===== config.mk =====
export PLATFORM = sky130hd
export DESIGN_NAME = clock_set_ctrl
export DESIGN_NICKNAME = d
export VERILOG_FILES = /design/src/rtl/clock_pkg.sv /design/src/rtl/clock_set_ctrl_tick_gen.sv /design/src/rtl/clock_set_ctrl.sv
export SDC_FILE = /design/constraint.sdc
export NUM_CORES = 1
export LEC_CHECK = 0
export BUFFER_PORTS_ARGS = -buffer_cell sky130_fd_sc_hd__buf_4
export CAP_MARGIN = 5
export CORE_ASPECT_RATIO = 1.4
export CORE_UTILIZATION = 55
export DETAILED_ROUTE_END_ITERATION = 12
export PLACE_DENSITY = 0.75
export SYNTH_ARGS = -nofsm -noshare
export SYNTH_HDL_FRONTEND = slang
export SYNTH_SLANG_ARGS = --single-unit

===== constraint.sdc =====
create_clock -name ck -period 3.41 [get_ports ck]
set_clock_uncertainty 0.05 [all_clocks]
set_input_delay 0.1705 -clock ck [delete_from_list [all_inputs] [get_ports ck]]
set_output_delay 0.1705 -clock ck [all_outputs]
set_load 0.03 [all_outputs]

===== src/rtl/clock_pkg.sv =====
// Shared types and default timing constants
// for the clock set/run controller.
package clock_pkg;

  typedef enum logic [1:0] {
    RUN   = 2'd0,
    SET_H = 2'd1,
    SET_M = 2'd2
  } state_t;

  localparam int DIV_DEF   = 100_000_000;
  localparam int BLINK_DEF = 25_000_000;
  localparam int HOLD_DEF  = 100_000_000;
  localparam int RPT_DEF   = 25_000_000;

endpackage


===== src/rtl/clock_set_ctrl_tick_gen.sv =====
// Modulo-N enable counter with synchronous clear;
// tick marks the enabled cycle that wraps to 0.
module tick_gen #(
  parameter int N = 2
) (
  input  logic ck,
  input  logic rst_n,
  input  logic en,
  input  logic clr,
  output logic tick
);

  localparam int W = (N > 1) ? $clog2(N) : 1;
  localparam logic [W-1:0] LAST = W'(N - 1);

  logic [W-1:0] cnt;

  assign tick = en && !clr && (cnt == LAST);

  always_ff @(posedge ck) begin
    if (!rst_n) begin
      cnt <= '0;
    end else if (clr) begin
      cnt <= '0;
    end else if (en) begin
      cnt <= (cnt == LAST) ? '0 : cnt + W'(1);
    end
  end

endmodule


===== src/rtl/clock_set_ctrl.sv =====
// Run/set mode controller: seconds prescaler,
// set-mode blinking and increment auto-repeat.
module clock_set_ctrl
  import clock_pkg::*;
#(
  parameter int DIV        = DIV_DEF,
  parameter int BLINK_HALF = BLINK_DEF,
  parameter int HOLD_CYC   = HOLD_DEF,
  parameter int RPT_CYC    = RPT_DEF
) (
  input  logic       ck,
  input  logic       rst_n,
  input  logic       btn_mode,
  input  logic       btn_inc,
  input  logic       carry_sec,
  input  logic       carry_min,
  output logic       up_sec,
  output logic       up_min,
  output logic       up_hour,
  output logic       blank_min,
  output logic       blank_hour,
  output logic [1:0] mode
);

  state_t state, state_nx;

  logic mode_q, inc_q, prime;
  logic mode_rise, inc_rise;
  logic in_run, in_set;
  logic pre_tick, blink_tick;
  logic hold_tick, rpt_tick;
  logic hold_done, hold_clr;
  logic toggle, inc_fire;
  logic inc_pulse_h, inc_pulse_m;

  // prime masks the first cycle after reset so
  // a button held through release gives no edge
  assign mode_rise = btn_mode & ~mode_q & ~prime;
  assign inc_rise  = btn_inc & ~inc_q & ~prime;

  assign in_run = (state == RUN);
  assign in_set = (state == SET_H)
                | (state == SET_M);

  assign hold_clr = ~in_set | ~btn_inc | mode_rise;
  assign inc_fire = in_set & ~mode_rise
                  & (inc_rise | hold_tick | rpt_tick);

  always_ff @(posedge ck) begin
    if (!rst_n) state <= RUN;
    else        state <= state_nx;
  end

  always_comb begin
    state_nx = state;
    unique case (state)
      RUN:     if (mode_rise) state_nx = SET_H;
      SET_H:   if (mode_rise) state_nx = SET_M;
      SET_M:   if (mode_rise) state_nx = RUN;
      default: state_nx = RUN;
    endcase
  end

  tick_gen #(.N(DIV)) u_pre (
    .ck   (ck),
    .rst_n(rst_n),
    .en   (in_run),
    .clr  (~in_run | mode_rise),
    .tick (pre_tick)
  );

  tick_gen #(.N(BLINK_HALF)) u_blink (
    .ck   (ck),
    .rst_n(rst_n),
    .en   (in_set),
    .clr  (~in_set | mode_rise),
    .tick (blink_tick)
  );

  tick_gen #(.N(HOLD_CYC)) u_hold (
    .ck   (ck),
    .rst_n(rst_n),
    .en   (in_set & btn_inc & inc_q & ~hold_done),
    .clr  (hold_clr),
    .tick (hold_tick)
  );

  tick_gen #(.N(RPT_CYC)) u_rpt (
    .ck   (ck),
    .rst_n(rst_n),
    .en   (in_set & btn_inc & hold_done),
    .clr  (hold_clr),
    .tick (rpt_tick)
  );

  always_ff @(posedge ck) begin
    if (!rst_n) begin
      mode_q      <= 1'b0;
      inc_q       <= 1'b0;
      prime       <= 1'b1;
      up_sec      <= 1'b0;
      inc_pulse_h <= 1'b0;
      inc_pulse_m <= 1'b0;
      hold_done   <= 1'b0;
      toggle      <= 1'b0;
    end else begin
      mode_q      <= btn_mode;
      inc_q       <= btn_inc;
      prime       <= 1'b0;
      up_sec      <= pre_tick;
      inc_pulse_h <= inc_fire & (state == SET_H);
      inc_pulse_m <= inc_fire & (state == SET_M);
      if (hold_clr)       hold_done <= 1'b0;
      else if (hold_tick) hold_done <= 1'b1;
      if (~in_set | mode_rise) toggle <= 1'b0;
      else if (blink_tick)     toggle <= ~toggle;
    end
  end

  assign up_min     = (in_run & carry_sec) | inc_pulse_m;
  assign up_hour    = (in_run & carry_min) | inc_pulse_h;
  assign blank_hour = (state == SET_H) & toggle;
  assign blank_min  = (state == SET_M) & toggle;
  assign mode       = state;

endmodule


# Word level (Yosys, flattened, before mapping)
# Index checks and enable logic that the tools add are counted.
# op_classes
add_sub_neg	4
eq_ne	9
n_reduce_logical	16
n_bitwise	35
mux	9
# op_table
cell	n
$add 27x1->27 const B	2
$eq 27x27->1 const B	2
$mux 27	2
$add 25x1->25 const B	2
$eq 25x25->1 const B	2
$mux 25	2
$and 1x1->1	16
$not 1->1	10
$or 1x1->1	9
$logic_and 1x1->1	8
$mux 2	3
$ne 2x2->1 const B	3
$pmux 2 s3	1
$reduce_or 2->1	3
$logic_not 1->1	3
$reduce_and 3->1	1
$eq 2x1->1 const B	1
$eq 2x2->1 const B	1
$logic_not 2->1	1
$mux 1	1
# totals
input_bits	6
elab_cells	86
out_inout_bits	7
ff_bits	114

# Longest topological paths before layout
# Gate-level depths: netlist of the first run.
# depth
ltp_word	12
depth_mapped	9
depth_no_buf	6

# Hierarchy
# A second synthesis of the first run with hierarchy kept.
# hier_totals
hier_cells	671
hier_area_um2	5666.7
# modules_own_cells
module	instances	area_per_inst_um2	cells_each	seq_area_each_um2
tick_gen at u_hold ...	2	1363.8	167	540.5
tick_gen at u_blink ...	2	1236.2	145	500.5
clock_set_ctrl	1	466.7	47	200.2

# Worst setup path after synthesis of the first run
# Ideal clock, no wire load.
# synth_path
kind	register -> register
startpoint	reg state[0], in the netlist mode[0]
endpoint	reg u_rpt.cnt[0]
stages_incl_launch_ff	9
t_arrival_ps	2410
synth_period_minus_slack_ps	2577
t_required_ps	3243
path_buffers	2
setup_time_ps	117
slack_ps	833
cell_sequence	dfxtp_1 > inv_1 > ha_1 > buf_4 > nand4_1 > or4_1 > o21ai_2 > buf_2 > nor2_1
# synth_via
elab_chain_cells	6
elab_cells_between_ends	9
cone_classes	2 x eq/ne; 6 x bitwise; 1 x reduce/logical
# synth_lines
item	line	source
start, declared	clock_set_ctrl.sv:25	state_t state, state_nx;
start signal, assigned	clock_set_ctrl.sv:51	else state <= state_nx;
$eq 2x1->1 or $eq 2x2->1 (tied branches)	clock_set_ctrl.sv:42, clock_set_ctrl.sv:43	
$or 1x1->1 (*)	clock_set_ctrl.sv:43	| (state == SET_M);
$not 1->1	clock_set_ctrl.sv:45	assign hold_clr = ~in_set | ~btn_inc | mode_rise;
$or 1x1->1 (2 in series)	clock_set_ctrl.sv:45	
$reduce_or 2->1 (no line)	-	
end signal, assigned	clock_set_ctrl_tick_gen.sv:26	cnt <= (cnt == LAST) ? '0 : cnt + W'(1);
end, declared	clock_set_ctrl_tick_gen.sv:16	logic [W-1:0] cnt;
# Mark *: on every way between the ends. The rest lies on a longest branch, timed or not.
# A chain may end at the register's enable or synchronous reset.

# Worst setup path after layout of the first run
# layout_path
startpoint	reg state[0], in the netlist mode[0]
endpoint	reg u_rpt.cnt[23]
# Same word-level chain as after synthesis.

==> metrics.md, run 1 <==
| Metric | Value |
|---|---|
| Outcome | `completed` |
| Clock buffer depth | `2` |
| EDFF count, synth | `0` |
| Setup Crit Path Kind | `flip-flop to flip-flop` |
| Final setup margin | `a little over 0.5 ns` |
| Simple-Gate Fraction of Synth Area | `32.7%` |
| Clk pin slew, worst setup/hold paths | `~0.050 ns` |
| Relative slew slack | `a little under two thirds` |
| Die Wd | `a little under 90 um` |
| Tightest Pin Transition | `approximately 0.55 ns` |
| Routed wire length | `around 12 mm` |
| Routed wire per std cell | `14.3 um` |
| Die area | `between 10000 and 15000 um2` |
| Layout cells sized above 1 | `between 8 and 9%` |
| Worst setup SP type | `flip-flop` |
| Final worst path period share | `a little under nine tenths` |
| Area growth syn-to-layout | `14.5%` |
| Initial antenna violation count | `0` |
| First-pass GRT wire length | `about 20 mm` |
| Synth Area per Inst | `8.43 um2` |
| Postcts setup bufs | `0` |
| Root Driver | `clkbuf_16` |
| CP endpoint kind | `flip-flop` |
| Period minus WS final | `a little under 3 ns` |
| Final max-slew violation count | `0` |
| Register area share after synthesis | `approximately two fifths` |
| Initial drt markers | `roughly 240` |
| Fillers | `about 820` |
| Register area | `2280 um2` |
| Largest area contributor in the netlist | `dfxtp_1` |
| # hold bufs at CTS | `4` |
| Ys flop type | `dfxtp_1` |
| Leak | `~1.9 nW` |
| Post-synthesis mux area share | `less than 1%` |
| Worst-Skew Late Latency | `0.41 ns` |
| Largest family of logic cells by synthesized area | `simple AND/OR/NAND/NOR gates` |
| Synth Cell Area | `between 5000 and 6000 um2` |
| Crit-path max FO | `16` |
| Setup TNS | `0 ns` |
| Post-synthesis cell type count | `44` |
| CTS tree | `built` |
| Core area | `just under 10000 um2` |
| Nets | `slightly below 700` |
| Required time at the worst-slack endpoint | `approximately 3.7 ns` |
| Compound-gate portion of the synthesized area | `about an eighth` |
| Fin area | `~6300 um2` |
| Most frequent cell after synthesis | `dfxtp_1` |
| Final hold violations | `0` |
| Crit path arrival time | `3.18 ns` |
| Fmax achieved | `345 MHz` |
| Most instantiated cells after synthesis | `dfxtp_1, a21oi_1, nor2_1` |
| DRT Pass-1 Iters | `8` |
| Placed Area | `roughly 5700 um2` |
| Tot GR Track Use | `23.8%` |
| Number of global-route vias before repair | `about 4600` |
| GP Congestion | `0.806` |
| H-tree depth | `4` |
| Remaining DRCs | `0` |
| Synth Area in XOR/XNOR | `6.67%` |
| Post-DP HPWL | `around 8.0 mm` |
| Grt ovf | `0` |
| Row count | `42` |
| # port buffers | `12` |
| Initial Util | `a little under three fifths` |
| Final setup viols | `0` |
| Worst Hold Class | `flip-flop to flip-flop` |
| CTS Buf Count | `17` |
| Die Span Y | `between 100 and 150 um` |
| Tot Pwr | `between 0.003 and 0.004 W` |
| Antenna diodes | `0` |
| Max_cap viols | `0` |
| ANT nets after route | `0` |
| Synth Area in Adders | `under 10%` |
| Cells after synthesis | `654` |
| Pwr per Cell Area | `~540 nW/um2` |
| Largest net degree at the start of global routing | `26` |
| Via Count | `4910` |
| Top-area cell type share of the netlist area | `between 40% and 50%` |
| Num ports | `13` |
| Vias per inst | `slightly above 6` |
| Peak VDD IR | `between 0.4 and 0.5 mV` |
| Resized Gates After CTS | `0` |
| Synthesized net count | `approximately 670` |
| Ys async rst share | `0%` |
| Synth area leaders | `dfxtp_1, a21oi_1, or4_1, xnor2_1, nor2_1` |
| RSZ-0062 raised after global routing | `false` |
| Area of the multi-input gates | `roughly 3000 um2` |
| Place WS | `about 0.55 ns` |
| #FFs+latches synth | `114` |
| Syn. warnings | `0` |
| Clock sink total | `approximately 110` |
==> per-layer routing <==
layer | up-vias | part of all wire, % | wire length, um | GRT usage [%]
li1 | 2455 | - | - | -
met1 | 2334 | 45 | 5180 | 28.2
met2 | 101 | 50 | 5730 | 40.7
met3 | 20 | 3.7 | 430 | 6.08
met4 | 0 | 1.9 | 219 | 9.58
met5 | - | 0 | 0 | 0
==> placed cells by master, fill, tap and decap left out, types with 16 or more instances in the layout <==
cell / synthesis / final
o31ai_1: 25 / 25
or4_1: 33 / 33
xor2_1: 16 / 16
clkbuf_16: 0 / 17
xnor2_1: 26 / 26
buf_4: 1 / 20
nand2_1: 42 / 42
dfxtp_1: 114 / 114
o21ai_0: 32 / 32
nand3_1: 38 / 38
or3_1: 33 / 33
nand4_1: 31 / 31
nor2_1: 55 / 55
a21oi_1: 62 / 62
==> power by group <==
group          total [W]  internal [W]  switching, W
sequential       0.00137       0.00136     0.0000190
clock            0.00171       0.00114      0.000571
combinational   0.000339      0.000121      0.000218
==> through the flow <==
| stage | utilization, % | hold WS (ns) | std cells |
|---|---|---|---|
| after floorplan | - | 0.210 | 654 |
| after detailed placement | 59.1 | 0.362 | 774 |
| final | 65.6 | 0.417 | 808 |
| after global routing | 65.6 | 0.448 | 808 |
| after global placement | 59.1 | 0.351 | 774 |
| after CTS | 65.6 | 0.420 | 808 |
==> flip-flops by register name, summed over array words and instances, names as in the netlist <==
register     count
mode             2
inc_q            1
u_hold.cnt      27
toggle           1
u_pre.cnt       27
up_sec           1
prime            1
hold_done        1
inc_pulse_h      1
inc_pulse_m      1
u_rpt.cnt       25
u_blink.cnt     25
mode_q           1
==> layout make-up <==
cell class | instances | area share [%]
clock buffer | 26 | 8.54
clock inverter | 4 | 0.714
inverter | 13 | 0.773
multi-input combinational | 495 | 48.2
sequential | 114 | 36.2
tap | 132 | 2.62
timing repair buffer | 24 | 3.01
==> worst max-delay path, cell delays in order (launching register included) <==
cell,delay (ns)
dfxtp_1,0.40
inv_1,0.11
ha_1,0.53
nand3_1,0.18
or4_1,0.79
or4_1,0.59
a21oi_1,0.17
==> worst paths after layout <==
kind / cells past startpoint / slack, ns / startpoint / to
max: 6 / 0.51 / mode[0]$_SDFFE_PN0P_ / u_rpt.cnt[23]$_SDFFE_PP0N_
min: 2 / 0.42 / u_blink.cnt[24]$_SDFFE_PP0N_ / u_blink.cnt[24]$_SDFFE_PP0N_
max reg2reg: 6 / 0.51 / mode[0]$_SDFFE_PN0P_ / u_rpt.cnt[23]$_SDFFE_PP0N_
min reg2reg: 2 / 0.42 / u_blink.cnt[24]$_SDFFE_PP0N_ / u_blink.cnt[24]$_SDFFE_PP0N_
==> logic make-up (layout without fill, tap and decap cells) <==
kind of cell | count (synthesis) | count (layout)
xor+xnor | 42 | 42
mux | 3 | 3
flops | 114 | 114
fa+ha+maj | 9 | 9
buf+inv | 45 | 67
compound gates | 129 | 129
simple gates | 312 | 312
(Power assumes the default switching activity.)
==> run 2: changes to the inputs <==
==> constraint.sdc (replaced) <==
create_clock -name ck -period 3.35 [get_ports ck]
set_clock_uncertainty 0.05 [all_clocks]
set_input_delay 0.1675 -clock ck [delete_from_list [all_inputs] [get_ports ck]]
set_output_delay 0.1675 -clock ck [all_outputs]
set_load 0.03 [all_outputs]
==> metrics.md, run 2 (same netlist as run 1, synthesis figures left out) <==
| Metric | Value |
|---|---|
| Setup Crit Path Kind | `flip-flop to flip-flop` |
| Clock buffer depth | `2 (unchanged)` |
| Remaining DRCs | `0 (unchanged)` |
| Final max-slew violation count | `0 (unchanged)` |
| Final setup viols | `0 (unchanged)` |
| Largest net degree at the start of global routing | `26 (unchanged)` |
| DRT Pass-1 Iters | `5 (-3)` |
| Area growth syn-to-layout | `14.4% (about the same)` |
| Max_cap viols | `0 (unchanged)` |
| Vias per inst | `6.10 (+0.36%)` |
| Commonest non-fill, non-tap cell in the layout | `dfxtp_1` |
| Crit-path max FO | `12 (-4)` |
| # port buffers | `12 (unchanged)` |
| GP Congestion | `0.825 (+2.3%)` |
| CP endpoint kind | `flip-flop` |
| Most frequent cells in the layout | `dfxtp_1, a21oi_1, nor2_1, nand2_1, nand3_1` |
| Routed wire per std cell | `15.0 um (+4.7%)` |
| Fillers | `806 (-1.2%)` |
| Relative slew slack | `62.4% (-1.1 points)` |
| Fmax achieved | `370 MHz (+7.4%)` |
| Initial drt markers | `278 (+14%)` |
| Clock sink total | `114 (unchanged)` |
| Placed Cells | `773 (-0.13%)` |
| Worst Hold Class | `flip-flop to flip-flop` |
| Top Registers | `u_hold.cnt (27), u_pre.cnt (27)` |
| Core area | `9620 um2 (unchanged)` |
| Routed wire length | `12.1 mm (+4.8%)` |
| Fin area | `6310 um2 (about the same)` |
| Die Span Y | `120 um (unchanged)` |
| Leak | `1.87 nW (-0.48%)` |
| Setup TNS | `0 ns (unchanged)` |
| Area of the multi-input gates | `3040 um2 (unchanged)` |
| Root Driver | `clkbuf_16` |
| Clk pin slew, worst setup/hold paths | `0.05 ns (about the same)` |
| CTS tree | `built` |
| Worst setup SP type | `flip-flop` |
| Final worst path period share | `80.6% (-4.5 points)` |
| Pwr per Cell Area | `557 nW/um2 (+2.7%)` |
| Period minus WS final | `2.70 ns (-0.200 ns)` |
| Tot GR Track Use | `24.4% (+0.60 points)` |
| Placed Area | `5680 um2 (-0.13%)` |
| Post-DP HPWL | `8.18 mm (+2.7%)` |
| Row count | `42 (unchanged)` |
| Resized Gates After CTS | `0 (unchanged)` |
| Register area | `2280 um2 (unchanged)` |
| Crit path arrival time | `2.99 ns (-0.19 ns)` |
| Worst-Skew Late Latency | `0.41 ns (about the same)` |
| Initial antenna violation count | `0 (unchanged)` |
| Post-Layout Cell Count | `809 (+0.12%)` |
| Peak VDD IR | `0.454 mV (-7.5%)` |
| First-pass GRT wire length | `20.6 mm (+2.9%)` |
| Die Wd | `86.6 um (unchanged)` |
| Outcome | `completed` |
| CTS Buf Count | `17 (unchanged)` |
| Final hold violations | `0 (unchanged)` |
| Hold_ws | `0.433 ns (+0.0159 ns)` |
| Tightest Pin Transition | `0.563 ns (+0.0163 ns)` |
| Initial Util | `57.4% (unchanged)` |
| Grt ovf | `0 (unchanged)` |
| Number of global-route vias before repair | `4652 (+1.7%)` |
| Postcts setup bufs | `0 (unchanged)` |
| Layout cells sized above 1 | `7.53% (-0.60 points)` |
| Num ports | `13 (unchanged)` |
| Antenna diodes | `0 (unchanged)` |
| ANT nets after route | `0 (unchanged)` |
| H-tree depth | `4 (unchanged)` |
| Via Count | `4934 (+0.49%)` |
| Die area | `10400 um2 (unchanged)` |
| RSZ-0062 raised after global routing | `false` |
| Required time at the worst-slack endpoint | `3.64 ns (-0.05 ns)` |
| Nets | `679 (-0.15%)` |
## run 2: cell count changes in the layout (fill, tap and decap cells not counted)
| cell | before | now |
|---|---|---|
| bufinv_16 | 1 | 2 |
| clkbuf_8 | 8 | 5 |
| clkbuf_1 | 1 | 6 |
| clkinv_2 | 3 | 2 |
| buf_4 | 20 | 19 |
## run 2: power breakdown
| group | switching, W | internal, W | leakage, nW |
|---|---|---|---|
| Sequential | 0.0000193 | 0.00138 | 0.919 |
| Clock | 0.000588 | 0.00119 | 0.289 |
| Combinational | 0.000216 | 0.000122 | 0.666 |
| Total | 0.000824 | 0.00269 | 1.87 |
## run 2: critical path, cell delays in order (launching register included)
cell      delay, ns
dfxtp_1        0.40
inv_1          0.11
ha_1           0.35
nand4b_1       0.38
or3_1          0.65
or4_1          0.55
a21oi_1        0.15
## run 2: path summary, 6_finish.rpt
check | from | to | slack, ns | depth (start not counted)
worst min register to register | u_blink.cnt[19]$_SDFFE_PP0N_ | u_blink.cnt[19]$_SDFFE_PP0N_ | 0.43 | 2
worst min-delay path | u_blink.cnt[19]$_SDFFE_PP0N_ | u_blink.cnt[19]$_SDFFE_PP0N_ | 0.43 | 2
worst max-delay path | mode[0]$_SDFFE_PN0P_ | u_hold.cnt[21]$_SDFFE_PP0N_ | 0.65 | 6
worst max register to register | mode[0]$_SDFFE_PN0P_ | u_hold.cnt[21]$_SDFFE_PP0N_ | 0.65 | 6
## run 2: cell type report
class	instances	area share (%)
multi-input combinational	495	48.2
sequential	114	36.2
clock buffer	28	8.19
timing repair buffer	23	2.90
tap	132	2.62
clock inverter	4	1.11
inverter	13	0.774
## run 2: per-stage QoR
stage,utilization (%),setup WS [ns],power (W)
after floorplan,-,0.773,0.00166
after global placement,59.1,0.757,0.00175
after detailed placement,59.1,0.669,0.00176
after CTS,65.6,0.637,0.00354
after global routing,65.6,0.421,0.00363
final,65.6,0.649,0.00352
## run 2: repair_timing
item / CTS / global route
hold buffers: 4 / 0
endpoints found under the setup margin: 0 / 0
hold endpoints to repair: 3 / 0
## run 2: metal layers
metal	part of all wire (%)	track usage, %	vias to the layer above	routed length [um]
met5	0	0	-	0
met4	1.4	9.38	0	174
met3	3.6	5.26	18	439
met2	50	43.3	94	6100
met1	45	28.4	2364	5400
li1	-	-	2458	-
==> run 3: changes to the inputs <==
--- a/config.mk
+++ b/config.mk
@@ -10,7 +10,7 @@
 export CORE_ASPECT_RATIO = 1.4
 export CORE_UTILIZATION = 55
 export DETAILED_ROUTE_END_ITERATION = 12
-export PLACE_DENSITY = 0.75
+export PLACE_DENSITY = 0.78
 export SYNTH_ARGS = -nofsm -noshare
 export SYNTH_HDL_FRONTEND = slang
 export SYNTH_SLANG_ARGS = --single-unit
==> constraint.sdc (replaced) <==
create_clock -name ck -period 2.35 [get_ports ck]
set_clock_uncertainty 0.05 [all_clocks]
set_input_delay 0.1175 -clock ck [delete_from_list [all_inputs] [get_ports ck]]
set_output_delay 0.1175 -clock ck [all_outputs]
set_load 0.03 [all_outputs]
==> metrics.md, run 3 (same netlist as run 1, synthesis figures left out) <==
| Metric | Value |
|---|---|
| Most frequent cells in the layout | `dfxtp_1, a21oi_1, nor2_1, nand2_1, buf_4` |
| Final worst path period share | `97.0% (+16 points)` |
| RSZ-0062 raised after global routing | `false` |
| CP endpoint kind | `flip-flop` |
| Top Registers | `u_hold.cnt (27), u_pre.cnt (27)` |
| CTS tree | `built` |
| Routed wire per std cell | `15.4 um (+2.6%)` |
| CTS Buf Count | `17 (unchanged)` |
| First-pass GRT wire length | `22.1 mm (+7.7%)` |
| Core area | `9620 um2 (unchanged)` |
| Place WS | `-0.0861 ns (-0.755 ns)` |
| Tot GR Track Use | `26.7% (+2.3 points)` |
| Setup Crit Path Kind | `flip-flop to flip-flop` |
| Fin area | `6620 um2 (+5.0%)` |
| Hold_ws | `0.426 ns (-0.00615 ns)` |
| Pwr per Cell Area | `801 nW/um2 (+44%)` |
| DRT Pass-1 Iters | `5 (unchanged)` |
| Final hold violations | `0 (unchanged)` |
| Post-DP HPWL | `8.61 mm (+5.2%)` |
| Placed Area | `5870 um2 (+3.3%)` |
| Commonest non-fill, non-tap cell in the layout | `dfxtp_1` |
| Root Driver | `clkbuf_16` |
| Initial drt markers | `309 (+11%)` |
| Num ports | `13 (unchanged)` |
| Relative slew slack | `62.3% (-0.076 points)` |
| Final setup viols | `0 (unchanged)` |
| Vias per inst | `6.12 (+0.40%)` |
| Via Count | `5113 (+3.6%)` |
| GP Congestion | `0.828 (+0.42%)` |
| Die Span Y | `120 um (unchanged)` |
| Initial Util | `57.4% (unchanged)` |
| Leak | `2.03 nW (+8.4%)` |
| Worst Hold Class | `flip-flop to flip-flop` |
| Die area | `10400 um2 (unchanged)` |
| Row count | `42 (unchanged)` |
| Clock buffer depth | `2 (unchanged)` |
| Fmax achieved | `439 MHz (+18%)` |
| Worst-Skew Late Latency | `0.42 ns (about the same)` |
| Worst setup SP type | `flip-flop` |
| Grt ovf | `0 (unchanged)` |
| Placed Cells | `794 (+2.7%)` |
| Max_cap viols | `0 (unchanged)` |
| Layout cells sized above 1 | `13.2% (+5.7 points)` |
| H-tree depth | `4 (unchanged)` |
| # port buffers | `12 (unchanged)` |
| Clock sink total | `114 (unchanged)` |
| Crit path arrival time | `2.58 ns (-0.41 ns)` |
| Routed wire length | `12.8 mm (+5.9%)` |
| Required time at the worst-slack endpoint | `2.65 ns (-0.99 ns)` |
| Crit-path max FO | `9 (-3)` |
| Die Wd | `86.6 um (unchanged)` |
| Clk pin slew, worst setup/hold paths | `0.05 ns (about the same)` |
| Peak VDD IR | `0.672 mV (+48%)` |
| Number of global-route vias before repair | `4988 (+7.2%)` |
| Tightest Pin Transition | `0.564 ns (+0.00114 ns)` |
| Post-Layout Cell Count | `835 (+3.2%)` |
| Outcome | `completed` |
| Antenna diodes | `0 (unchanged)` |
| ANT nets after route | `0 (unchanged)` |
| Nets | `705 (+3.8%)` |
| Area growth syn-to-layout | `20.1%` |
| Tot Pwr | `0.00531 W (+51%)` |
| Largest net degree at the start of global routing | `25 (-3.8%)` |
| Initial antenna violation count | `0 (unchanged)` |
| Final max-slew violation count | `0 (unchanged)` |
| Period minus WS final | `2.28 ns (-0.422 ns)` |
| Final setup margin | `0.0708 ns (-0.578 ns)` |
| Remaining DRCs | `0 (unchanged)` |
## run 3: cell types whose count changed in the layout (fill, tap and decap cells not counted), sizes merged
cell	delta
buf	+25
clkbuf	-5
clkinv	+2
bufinv	+1
clkinvlp	+1
inv	+1
or4	+1
## run 3: worst paths after layout
path	startpoint	endpoint	slack (ns)	cells past startpoint
worst max register to register	mode[0]$_SDFFE_PN0P_	u_blink.cnt[22]$_SDFFE_PP0N_	0.07	7
worst max-delay path	mode[0]$_SDFFE_PN0P_	u_blink.cnt[22]$_SDFFE_PP0N_	0.07	7
worst min register to register	u_rpt.cnt[22]$_SDFFE_PP0N_	u_rpt.cnt[22]$_SDFFE_PP0N_	0.43	2
worst min-delay path	u_rpt.cnt[22]$_SDFFE_PP0N_	u_rpt.cnt[22]$_SDFFE_PP0N_	0.43	2
## run 3: worst max-delay path, cell delays in order (launching register included)
cell and delay (ns):
dfxtp_4 0.34, inv_1 0.07, ha_4 0.30, buf_6 0.13, nand3_2 0.10, or4_4 0.59
or4_4 0.50, a21oi_1 0.14
## run 3: timing repair
item	4_1_cts	5_1_grt
hold endpoints to repair	7	0
cloned	0	1
setup buffers	1	3
hold buffers	4	0
endpoints found under the setup margin	11	17
pin swaps	1	1
gates resized for setup	2	7
## run 3: report_power, final
group          leakage, nW  internal, W  switching [W]  total (W)
Sequential           0.921      0.00197      0.0000230    0.00199
Clock                0.315      0.00183       0.000883    0.00271
Combinational        0.796     0.000254       0.000351   0.000605
Total                 2.03      0.00405        0.00126    0.00531
## run 3: layout make-up
class / count / area [um2]
clock buffers: 23 / 508
clock inverters: 9 / 124
fillers: 740 / 2990
inverters: 13 / 48.8
multi-input cells: 496 / 3100
flip-flops and latches: 114 / 2290
well taps: 132 / 165
repair buffers: 48 / 387
## run 3: through the flow
step | utilization [%] | TNS (ns)
detailed placement | 61.0 | -0.367
global placement | 61.0 | -0.0386
floorplan | - | 0
finish | 68.9 | 0
CTS | 68.2 | 0
global route | 68.9 | 0
## run 3: routing by layer
layer  track usage [%]  vias up  part of all wire [%]
li1                  -     2515                     -
met1              29.4     2444                    41
met2              47.0      127                    53
met3              7.71       27                   4.1
met4              12.0        0                   1.9
met5                 0        -                     0
